`src/rtl/fmac_operand_feeder.sv`:
```
// fmac_operand_feeder
//   Feeds {x,y} operand pairs into an fmac. Pairs arrive on a valid/ready
//   interface and are buffered in a FIFO. Each pair is held on x/y for
//   HOLD_CYCLES cycles and is followed by one 0/0 gap cycle. The fmac
//   accumulates whenever its operands change, so the gap makes two identical
//   consecutive pairs register as two separate products.
//   The block also watches the fmac result 'a' and counts threshold trips.
//   A trip is the fmac clearing 'a' to 0 on the cycle after 'a' was above
//   the threshold.
//
// Parameters
//   DEPTH        FIFO entries (power of 2, >= 2)
//   HOLD_CYCLES  cycles each pair is held on x/y before the gap (>= 1)
//   TRIP_W       width of the saturating trip counter
//
// Ports
//   CLK, RESET         clock; synchronous active-low reset
//   in_valid/in_ready  upstream handshake; in_ready = FIFO not full
//   in_x, in_y         upstream operand pair
//   run                level; 1 = drain the FIFO into the fmac
//   x, y               registered fmac operands
//   a, threshold       fmac result and the threshold wired to the fmac
//   busy               FSM not idle
//   trip               one-cycle pulse per detected threshold trip
//   trip_count         saturating trip counter
//   pair_count         (FEEDER_STATS_EN only) pops so far, wraps at 16 bits
//   fifo_level         (FEEDER_STATS_EN only) current FIFO occupancy
//
// Optional feature macro: FEEDER_STATS_EN
module fmac_operand_feeder #(
  parameter int DEPTH       = 8,
  parameter int HOLD_CYCLES = 1,
  parameter int TRIP_W      = 8
) (
  input  logic              CLK,
  input  logic              RESET,
  input  logic              in_valid,
  output logic              in_ready,
  input  logic [7:0]        in_x,
  input  logic [7:0]        in_y,
  input  logic              run,
  output logic [7:0]        x,
  output logic [7:0]        y,
  input  logic [15:0]       a,
  input  logic [15:0]       threshold,
  output logic              busy,
  output logic              trip,
  output logic [TRIP_W-1:0] trip_count
`ifdef FEEDER_STATS_EN
  ,
  output logic [15:0]              pair_count,
  output logic [$clog2(DEPTH):0]   fifo_level
`endif
);

  localparam int PW = $clog2(DEPTH);
  localparam int HW = $clog2(HOLD_CYCLES + 1);

  typedef enum logic [1:0] {IDLE, DRIVE, GAP} state_t;

  // FIFO storage and pointers
  logic [15:0]   mem_q [DEPTH];
  logic [PW-1:0] wr_ptr_q, wr_ptr_d;
  logic [PW-1:0] rd_ptr_q, rd_ptr_d;
  logic [PW:0]   count_q,  count_d;
  logic          full, empty, push, pop;
  logic [15:0]   head;

  // FSM and operand registers
  state_t        state_q, state_d;
  logic [HW-1:0] hold_q,  hold_d;
  logic [7:0]    x_q, x_d;
  logic [7:0]    y_q, y_d;
  logic          busy_q, busy_d;

  // Trip detection
  logic [15:0]       a_q;
  logic              trip_q, trip_d;
  logic [TRIP_W-1:0] trip_count_q, trip_count_d;

`ifdef FEEDER_STATS_EN
  logic [15:0] pair_count_q, pair_count_d;
`endif

  always_comb begin
    full  = (count_q == (PW+1)'(DEPTH));
    empty = (count_q == '0);
    push  = in_valid && !full;
    head  = mem_q[rd_ptr_q];
  end

  // FSM next state. Popping happens only from IDLE or GAP, so a pair
  // already on x/y always finishes its hold and its gap cycle.
  always_comb begin
    state_d = state_q;
    hold_d  = hold_q;
    x_d     = x_q;
    y_d     = y_q;
    pop     = 1'b0;
    unique case (state_q)
      IDLE, GAP: begin
        x_d     = '0;
        y_d     = '0;
        state_d = IDLE;
        if (run && !empty) begin
          pop     = 1'b1;
          x_d     = head[15:8];
          y_d     = head[7:0];
          hold_d  = HW'(HOLD_CYCLES);
          state_d = DRIVE;
        end
      end
      DRIVE: begin
        if (hold_q == HW'(1)) begin
          x_d     = '0;
          y_d     = '0;
          state_d = GAP;
        end else begin
          hold_d = hold_q - HW'(1);
        end
      end
      default: begin
        x_d     = '0;
        y_d     = '0;
        state_d = IDLE;
      end
    endcase
    busy_d = (state_d != IDLE);
  end

  // FIFO pointer and occupancy bookkeeping; DEPTH is a power of two, so
  // the pointers wrap naturally.
  always_comb begin
    wr_ptr_d = wr_ptr_q;
    rd_ptr_d = rd_ptr_q;
    count_d  = count_q;
    if (push) wr_ptr_d = wr_ptr_q + PW'(1);
    if (pop)  rd_ptr_d = rd_ptr_q + PW'(1);
    unique case ({push, pop})
      2'b10:   count_d = count_q + (PW+1)'(1);
      2'b01:   count_d = count_q - (PW+1)'(1);
      default: count_d = count_q;
    endcase
  end

  // A trip is a above threshold on the previous cycle followed by a == 0
  always_comb begin
    trip_d       = (a_q > threshold) && (a == '0);
    trip_count_d = trip_count_q;
    if (trip_d && (trip_count_q != '1)) trip_count_d = trip_count_q + TRIP_W'(1);
  end

`ifdef FEEDER_STATS_EN
  always_comb begin
    pair_count_d = pair_count_q;
    if (pop) pair_count_d = pair_count_q + 16'd1;
  end
`endif

  // FIFO data is not reset; only the pointers and the count define validity
  always_ff @(posedge CLK) begin
    if (push) mem_q[wr_ptr_q] <= {in_x, in_y};
  end

  always_ff @(posedge CLK) begin
    if (!RESET) begin
      wr_ptr_q     <= '0;
      rd_ptr_q     <= '0;
      count_q      <= '0;
      state_q      <= IDLE;
      hold_q       <= '0;
      x_q          <= '0;
      y_q          <= '0;
      busy_q       <= 1'b0;
      a_q          <= '0;
      trip_q       <= 1'b0;
      trip_count_q <= '0;
    end else begin
      wr_ptr_q     <= wr_ptr_d;
      rd_ptr_q     <= rd_ptr_d;
      count_q      <= count_d;
      state_q      <= state_d;
      hold_q       <= hold_d;
      x_q          <= x_d;
      y_q          <= y_d;
      busy_q       <= busy_d;
      a_q          <= a;
      trip_q       <= trip_d;
      trip_count_q <= trip_count_d;
    end
  end

`ifdef FEEDER_STATS_EN
  always_ff @(posedge CLK) begin
    if (!RESET) pair_count_q <= '0;
    else        pair_count_q <= pair_count_d;
  end

  assign pair_count = pair_count_q;
  assign fifo_level = count_q;
`endif

  assign in_ready   = !full;
  assign x          = x_q;
  assign y          = y_q;
  assign busy       = busy_q;
  assign trip       = trip_q;
  assign trip_count = trip_count_q;

endmodule

```
`config.mk`:
```
export PLATFORM = sky130hd
export DESIGN_NAME = fmac_operand_feeder
export DESIGN_NICKNAME = d
export VERILOG_FILES = /design/src/rtl/fmac_operand_feeder.sv
export SDC_FILE = /design/constraint.sdc
export NUM_CORES = 1
export LEC_CHECK = 0
export ABC_AREA = 1
export CAP_MARGIN = 25
export CORE_ASPECT_RATIO = 1.75
export CORE_UTILIZATION = 56
export CTS_CLUSTER_SIZE = 24
export DETAILED_ROUTE_END_ITERATION = 8
export PLACE_DENSITY = 0.81
export REMOVE_ABC_BUFFERS = 1
export SLEW_MARGIN = 20
export SYNTH_ARGS = -nofsm -noshare
export SYNTH_HDL_FRONTEND = slang
export SYNTH_SLANG_ARGS = --single-unit
```
`constraint.sdc`:
```
create_clock -name CLK -period 2.3 [get_ports CLK]
set_input_delay 0.23 -clock CLK [delete_from_list [all_inputs] [get_ports CLK]]
set_output_delay 0.23 -clock CLK [all_outputs]
set_load 0.02 [all_outputs]
```
==> summary.md, run 1 <==
| Metric | Value |
|---|---|
| Die area | 0.01422 mm² |
| Port Buffers | 78 |
| Clock skew | 0.01181 ns |
| Setup violators final | 0 |
| RR Startpoint | count_q[1]$_SDFFE_PN0P_ |
| CP Launch Type | register |
| Syn Std Cell Area | 0.007690 mm² |
| Root buf cell | clkbuf_16 |
| Worst hold slack | 0.3716 ns |
| Req. time, crit path | 2.60 ns |
| Vias in the first global route | 5718 |
| Combinational share of power | 25.9% |
| Register area | 0.005006 mm² |
| DIE WIDTH | 90.58 µm |
| Crit-path max FO | 6 |
| Layout cells sized above 1 | 7.748% |
| Worst path arrival time | 2.40 ns |
| Largest net degree at the start of global routing | 65 |
| Core area | 0.01338 mm² |
| Leakage | 3.519 nW |
| Clock Sinks | 186 |
| Routed WL | 16860 µm |
| Mapped Cells | 730 |
| Cell-internal power | 0.006131 W |
| Fin. Hold Viols | 0 |
| Post-synthesis cell type count | 28 |
| Worst-case clock buffer depth | 2 |
| CTS clk-pin slew, worst paths | 0.07 ns |
| Flop pwr share | 44.0% |
| Peak VDD IR | 756.1 µV |
| CTS tree | built |
| Reg2reg end | count_q[3]$_SDFFE_PN0P_ |
| Mapped Avg Cell Area | 10.53 µm² |
| Worst-margin pin slew | 0.6560 ns |
| Hold path start | a[7] |
| Multi-input logic area | 0.002242 mm² |
| Setup TNS | 0 ns |
| Hold endpoint | a_q[7]$_SDFF_PN0_ |
| Area delta synth->final | 20.79% |
| Yosys Warn Count | 0 |
| Cells on Worst Hold Path | 3 |
| Yosys top cell by area | edfxtp_1 |
| Number of detailed-route iterations in the first pass | 5 |
| Switching Fraction | 32.13% |
| Row count | 56 |
| First-pass GRT wire length | 26700 µm |
| Gpl congestion | 0.7989 |
| Top cells by area, synth | edfxtp_1, dfxtp_1, nor2_1 |
| Post-synth top area share | 49.98% |
| Sequential area share after synthesis | 65.08% |
| Routed length per instance | 16.86 µm |
| Final instance area | 0.009289 mm² |
| Synth async-reset ratio | 0% |
| Period Utilization, post-route | 91.29% |
| CTS buffer count | 17 |
| Post-synth top flop | edfxtp_1 |
| P per Cell Area | 972.6 mW/mm² |
| Total power | 0.009034 W |
| Max Slew Vio Count | 0 |
| H-tree depth | 4 |
| Minimum clock period | 2.100 ns |
| Routed Antenna Nets | 0 |
| Fillers | 925 |
| Post-route DRC violation count | 0 |
| Max Fclk | 476.3 MHz |
| Cts hold-fix bufs | 0 |
| Initial antenna violation count | 0 |
| Overall Global Routing Usage | 24.48% |
| Placed inst area | 0.008718 mm² |
| Post-synth EDFFs | 128 |
| Run status | finished clean |
| Dpl hpwl | 10360 µm |
| Overflow after GRT | 0 |
| Initial Util | 57.46% |
| Post-layout nets | 888 |
| Routed via count | 5540 |
| Clock Latency Late Sink | 0.42 ns |
| Switching power | 0.002903 W |
| RSZ-0062 raised after global routing | no |
| Number of diodes | 0 |
| Via-per-instance ratio | 5.540 |
| Worst reg-to-reg path cell count | 13 |
| R2R setup slack | 0.20 ns |
| Initial DRC count | 423 |
| Max-Cap Viols | 0 |
| Io pins | 79 |
| Clock network power share | 30.1% |
| Slew HR | 56.27% |
| Die Y | 157.0 µm |
| Critical setup path kind | register to register |
| Yosys reg bits | 186 |
| Hold Crit Class | input pin to register |
| Critical Path End Type | register |
-- stage by stage --
step	utilization [%]	cells	setup WS, ns
detailed placement	65.15	968	-0.02198
finish	69.41	1000	0.2003
floorplan	-	697	-0.2520
CTS	69.34	1000	0.1482
global placement	65.15	968	0.1007
global route	69.41	1000	0.02676
-- how the worst max path moves through the flow --
| stage | start | to |
|---|---|---|
| finish | count_q[1]$_SDFFE_PN0P_ | count_q[3]$_SDFFE_PN0P_ |
| global route | count_q[1]$_SDFFE_PN0P_ | count_q[3]$_SDFFE_PN0P_ |
| CTS | count_q[1]$_SDFFE_PN0P_ | count_q[3]$_SDFFE_PN0P_ |
| detailed placement | threshold[7] | trip_count[1]$_SDFFE_PN0P_ |
| global placement | threshold[15] | trip_count[1]$_SDFFE_PN0P_ |
| floorplan | register | x[5]$_SDFFE_PN0P_ |
-- layer usage --
layer	part of all wire, %	GRT usage [%]	vias to the layer above
met3	5.0	3.720	46
met4	3.3	13.67	0
met5	0	0	-
met2	54	45.60	208
li1	-	-	2646
met1	38	26.20	2640
-- power by group through the flow --
stage          Combinational, W  Sequential (W)  Clock, W
6_report                0.00234         0.00397   0.00272
5_1_grt                 0.00260         0.00400   0.00289
4_1_cts                 0.00232         0.00397   0.00276
3_5_place_dp            0.00228         0.00403         0
3_3_place_gp            0.00216         0.00402         0
2_1_floorplan           0.00118         0.00426         0
-- what timing repair did --
| item | in CTS | in global routing |
|---|---|---|
| endpoints found under the hold margin | 0 | 0 |
| setup endpoints to repair | 0 | 1 |
| buffers inserted | 0 | 0 |
| resized for setup | 0 | 3 |
-- sequential cells by signal (all words and copies together) (netlist names), named ones only --
name / cells
busy: 1
rd_ptr_q: 3
state_q: 2
wr_ptr_q: 3
mem_q: 128
a_q: 16
x: 8
trip_count: 8
y: 8
hold_q: 1
trip: 1
count_q: 4
-- layout make-up --
cell class	instances	share of cell area [%]
timing repair buffer	97	10.75
clock buffer	18	4.620
multi-input combinational	441	24.14
clock inverter	14	1.428
sequential	186	53.89
inverter	70	2.829
tap	174	2.344
-- critical path: stages (launching register included) --
cell     delay (ns)
dfxtp_1        0.42
nor2_2         0.07
nand3_1        0.13
nand2_2        0.11
ha_1           0.25
ha_1           0.30
nand2_1        0.07
nand2_1        0.07
a21oi_2        0.17
nor2_1         0.06
nor2_1         0.08
nand2_1        0.07
o21ai_0        0.14
a21oi_1        0.05
-- placed cells by master, fill, tap and decap left out, drive strengths merged --
master,count
a21o,1
a21oi,35
buf,19
clkbuf,18
clkdlybuf4s50,78
clkinv,5
clkinvlp,3
dfxtp,58
edfxtp,128
fa,1
ha,22
inv,76
nand2,90
nand3,14
nand3b,1
nand4,6
nor2,145
nor3,3
o211ai,32
o21ai,88
xnor2,2
xor2,1
-- synthesized netlist by cell type (all sizes together) (2+ instances only) --
library cell and instances:
nor2 145, nor3 3, ha 22, clkinv 2
o211ai 32, nand2 90, inv 68, dfxtp 58
nand4 6, buf 22, nand3 14, clkbuf 11
edfxtp 128, a21oi 35, xnor2 2, o21ai 88
-- kinds of logic after synthesis --
| family | share of synthesized area, % |
|---|---|
| compound gates | 11.23 |
| buf+inv | 5.874 |
| flops | 65.08 |
| fa+ha+maj | 3.840 |
| simple gates | 13.63 |
| xor+xnor | 0.3417 |
(Power assumes the default switching activity.)
==> inputs of run 2 (changes only) <==
Settings changed: CAP_MARGIN 25 to 20, PLACE_DENSITY 0.81 to 0.76.
==> run 2 against run 1 <==
  * Sequential share of layout area decreased by 0.53 points
  * Clock skew decreased by 0.0041 ns
  * Sequential power about the same
  * Via count decreased by 0.69%
  * Maximum frequency decreased by 0.86%
  * Total power increased by 3.7%
  * Routed wire length decreased by 2.6%
  * Worst hold slack got worse by 0.0062 ns
  * Largest cell class unchanged
==> summary.md, run 2 (synthesis results as in run 1) <==
| Metric | Value |
|---|---|
| Post-route DRC violation count | 0 (unchanged) |
| Worst-case clock buffer depth | 2 (unchanged) |
| Slew HR | 69.78% (+14 points) |
| Hold Crit Class | input pin to register |
| Number of detailed-route iterations in the first pass | 5 (unchanged) |
| Largest Register | mem_q |
| Run status | finished clean |
| Clock skew | 0.007731 ns (-0.004074 ns) |
| Gpl congestion | 0.7847 (-1.8%) |
| Clock Sinks | 186 (unchanged) |
| Die area | 0.01422 mm² (unchanged) |
| Overflow after GRT | 0 (unchanged) |
| Dpl ws | 0.09135 ns (+0.1133 ns) |
| Worst-margin pin slew | 0.4528 ns (-0.2032 ns) |
| Worst hold slack | 0.3655 ns (-0.006168 ns) |
| Cts hold-fix bufs | 0 (unchanged) |
| Routed Antenna Nets | 0 (unchanged) |
| Largest net degree at the start of global routing | 65 (unchanged) |
| Root buf cell | clkbuf_16 |
| CTS clk-pin slew, worst paths | 0.07 ns (about the same) |
| Clock Latency Late Sink | 0.42 ns (about the same) |
| CP Launch Type | register |
| Row count | 56 (unchanged) |
| Core area | 0.01338 mm² (unchanged) |
| CP startpoint | count_q[1]$_SDFFE_PN0P_ |
| Cells on Worst Hold Path | 3 (unchanged) |
| Worst reg-to-reg path cell count | 13 (unchanged) |
| Worst path arrival time | 2.43 ns (+0.03 ns) |
| Most frequent cells in the layout | nor2_1, edfxtp_1, nand2_1 |
| Area delta synth->final | 22.00% |
| Critical Path End Type | register |
| Minimum clock period | 2.118 ns (+0.01811 ns) |
| Initial antenna violation count | 0 (unchanged) |
| Critical setup path kind | register to register |
| End of the critical path | count_q[3]$_SDFFE_PN0P_ |
| Overall Global Routing Usage | 24.12% (-0.35 points) |
| R2R setup slack | 0.18 ns (-0.02 ns) |
| Resized Gates After CTS | 0 (unchanged) |
| Fin. Hold Viols | 0 (unchanged) |
| First-pass GRT wire length | 26360 µm (-1.3%) |
| Max FFs per register | 128 (unchanged) |
| RR Startpoint | count_q[1]$_SDFFE_PN0P_ |
| Die Y | 157.0 µm (unchanged) |
| Dpl hpwl | 10620 µm (+2.5%) |
| Max Fclk | 472.2 MHz (-0.86%) |
| Crit-path max FO | 4 (-2) |
| Max Slew Vio Count | 0 (unchanged) |
| CTS tree | built |
| P per Cell Area | 998.3 mW/mm² (+2.6%) |
| Setup violators final | 0 (unchanged) |
| Layout cells sized above 1 | 8.493% (+0.74 points) |
| DIE WIDTH | 90.58 µm (unchanged) |
| Vias in the first global route | 5645 (-1.3%) |
| RSZ-0062 raised after global routing | no |
| Period Utilization, post-route | 92.08% (+0.79 points) |
| H-tree depth | 4 (unchanged) |
| Initial Util | 57.46% (unchanged) |
| Total power | 0.009366 W (+3.7%) |
| Routed WL | 16420 µm (-2.6%) |
| Biggest regs | mem_q: 128 flops, a_q: 16 flops |
| Most common cell after layout, fill and taps aside | nor2_1 |
| Max-Cap Viols | 0 (unchanged) |
| Routed length per instance | 16.26 µm (-3.5%) |
| Leakage | 3.592 nW (+2.1%) |
| Port Buffers | 78 (unchanged) |
| Post-CTS Repair Setup Buffers | 0 (unchanged) |
| Via-per-instance ratio | 5.448 (-1.7%) |
| Peak VDD IR | 809.2 µV (+7.0%) |
| Io pins | 79 (unchanged) |
| Setup WS post-layout | 0.1822 ns (-0.01811 ns) |
| CTS buffer count | 17 (unchanged) |
| Req. time, crit path | 2.61 ns (about the same) |
| Initial DRC count | 337 (-20%) |
| Reg2reg end | count_q[3]$_SDFFE_PN0P_ |
| Number of diodes | 0 (unchanged) |
| Post-layout nets | 898 (+1.1%) |
| Routed via count | 5502 (-0.69%) |
run 2: cell count changes in the layout (fill, tap and decap cells not counted), moves of 2 or more:
cell and change:
bufinv_16 +4, buf_4 +13, clkinvlp_2 +2, inv_6 -2
inv_8 -3, buf_12 -3
run 2: worst min-delay path by stage:
stage	start	to	slack, ns
final	a[8]	a_q[8]$_SDFF_PN0_	0.37
after CTS	a[5]	a_q[5]$_SDFF_PN0_	0.35
after detailed placement	x[4]$_SDFFE_PN0P_	x[4]$_SDFFE_PN0P_	0.45
after global routing	a[13]	a_q[13]$_SDFF_PN0_	0.37
after global placement	rd_ptr_q[2]$_SDFFE_PN0P_	rd_ptr_q[2]$_SDFFE_PN0P_	0.45
after floorplan	a[0]	a_q[0]$_SDFF_PN0_	0.32
run 2: per-layer routing:
metal	vias up	GRT usage (%)	part of all wire [%]
li1	2666	-	-
met1	2621	25.75	38
met2	185	45.20	54
met3	30	4.928	5.3
met4	0	11.06	2.5
met5	-	0	0
run 2: stage by stage:
step           std cells  TNS, ns  area [µm²]  util (%)
2_1_floorplan        697   -3.803        7501         -
3_3_place_gp         978        0        8756     65.43
3_5_place_dp         978        0        8756     65.43
4_1_cts             1010        0        9382     70.10
5_1_grt             1010        0        9382     70.10
6_report            1010        0        9382     70.10
run 2: cell type report:
class / count / area (µm²)
multi-input combinational: 441 / 2233
fill: 939 / 4001
clock buffer: 18 / 429.2
clock inverter: 14 / 196.4
timing repair buffer: 107 / 1036
sequential: 186 / 5006
inverter: 70 / 262.8
tap: 174 / 217.7
run 2: critical path, cell delays in order, from the launching register on:
cell and delay [ns]:
dfxtp_1 0.39, nor2_1 0.07, nand3_1 0.10, nand2_1 0.14, ha_1 0.28, ha_1 0.29
nand2_1 0.07, nand2_1 0.05, a21oi_1 0.17, nor2_1 0.06, nor2_1 0.08, nand2_1 0.07
o21ai_0 0.17, a21oi_1 0.06
run 2: where the power goes:
| part | switching (W) | total (W) | internal, W |
|---|---|---|---|
| logic | 0.00143 | 0.00232 | 0.000882 |
| registers | 0.000154 | 0.00400 | 0.00385 |
| clock network | 0.00122 | 0.00305 | 0.00183 |
| total | 0.00280 | 0.00937 | 0.00656 |
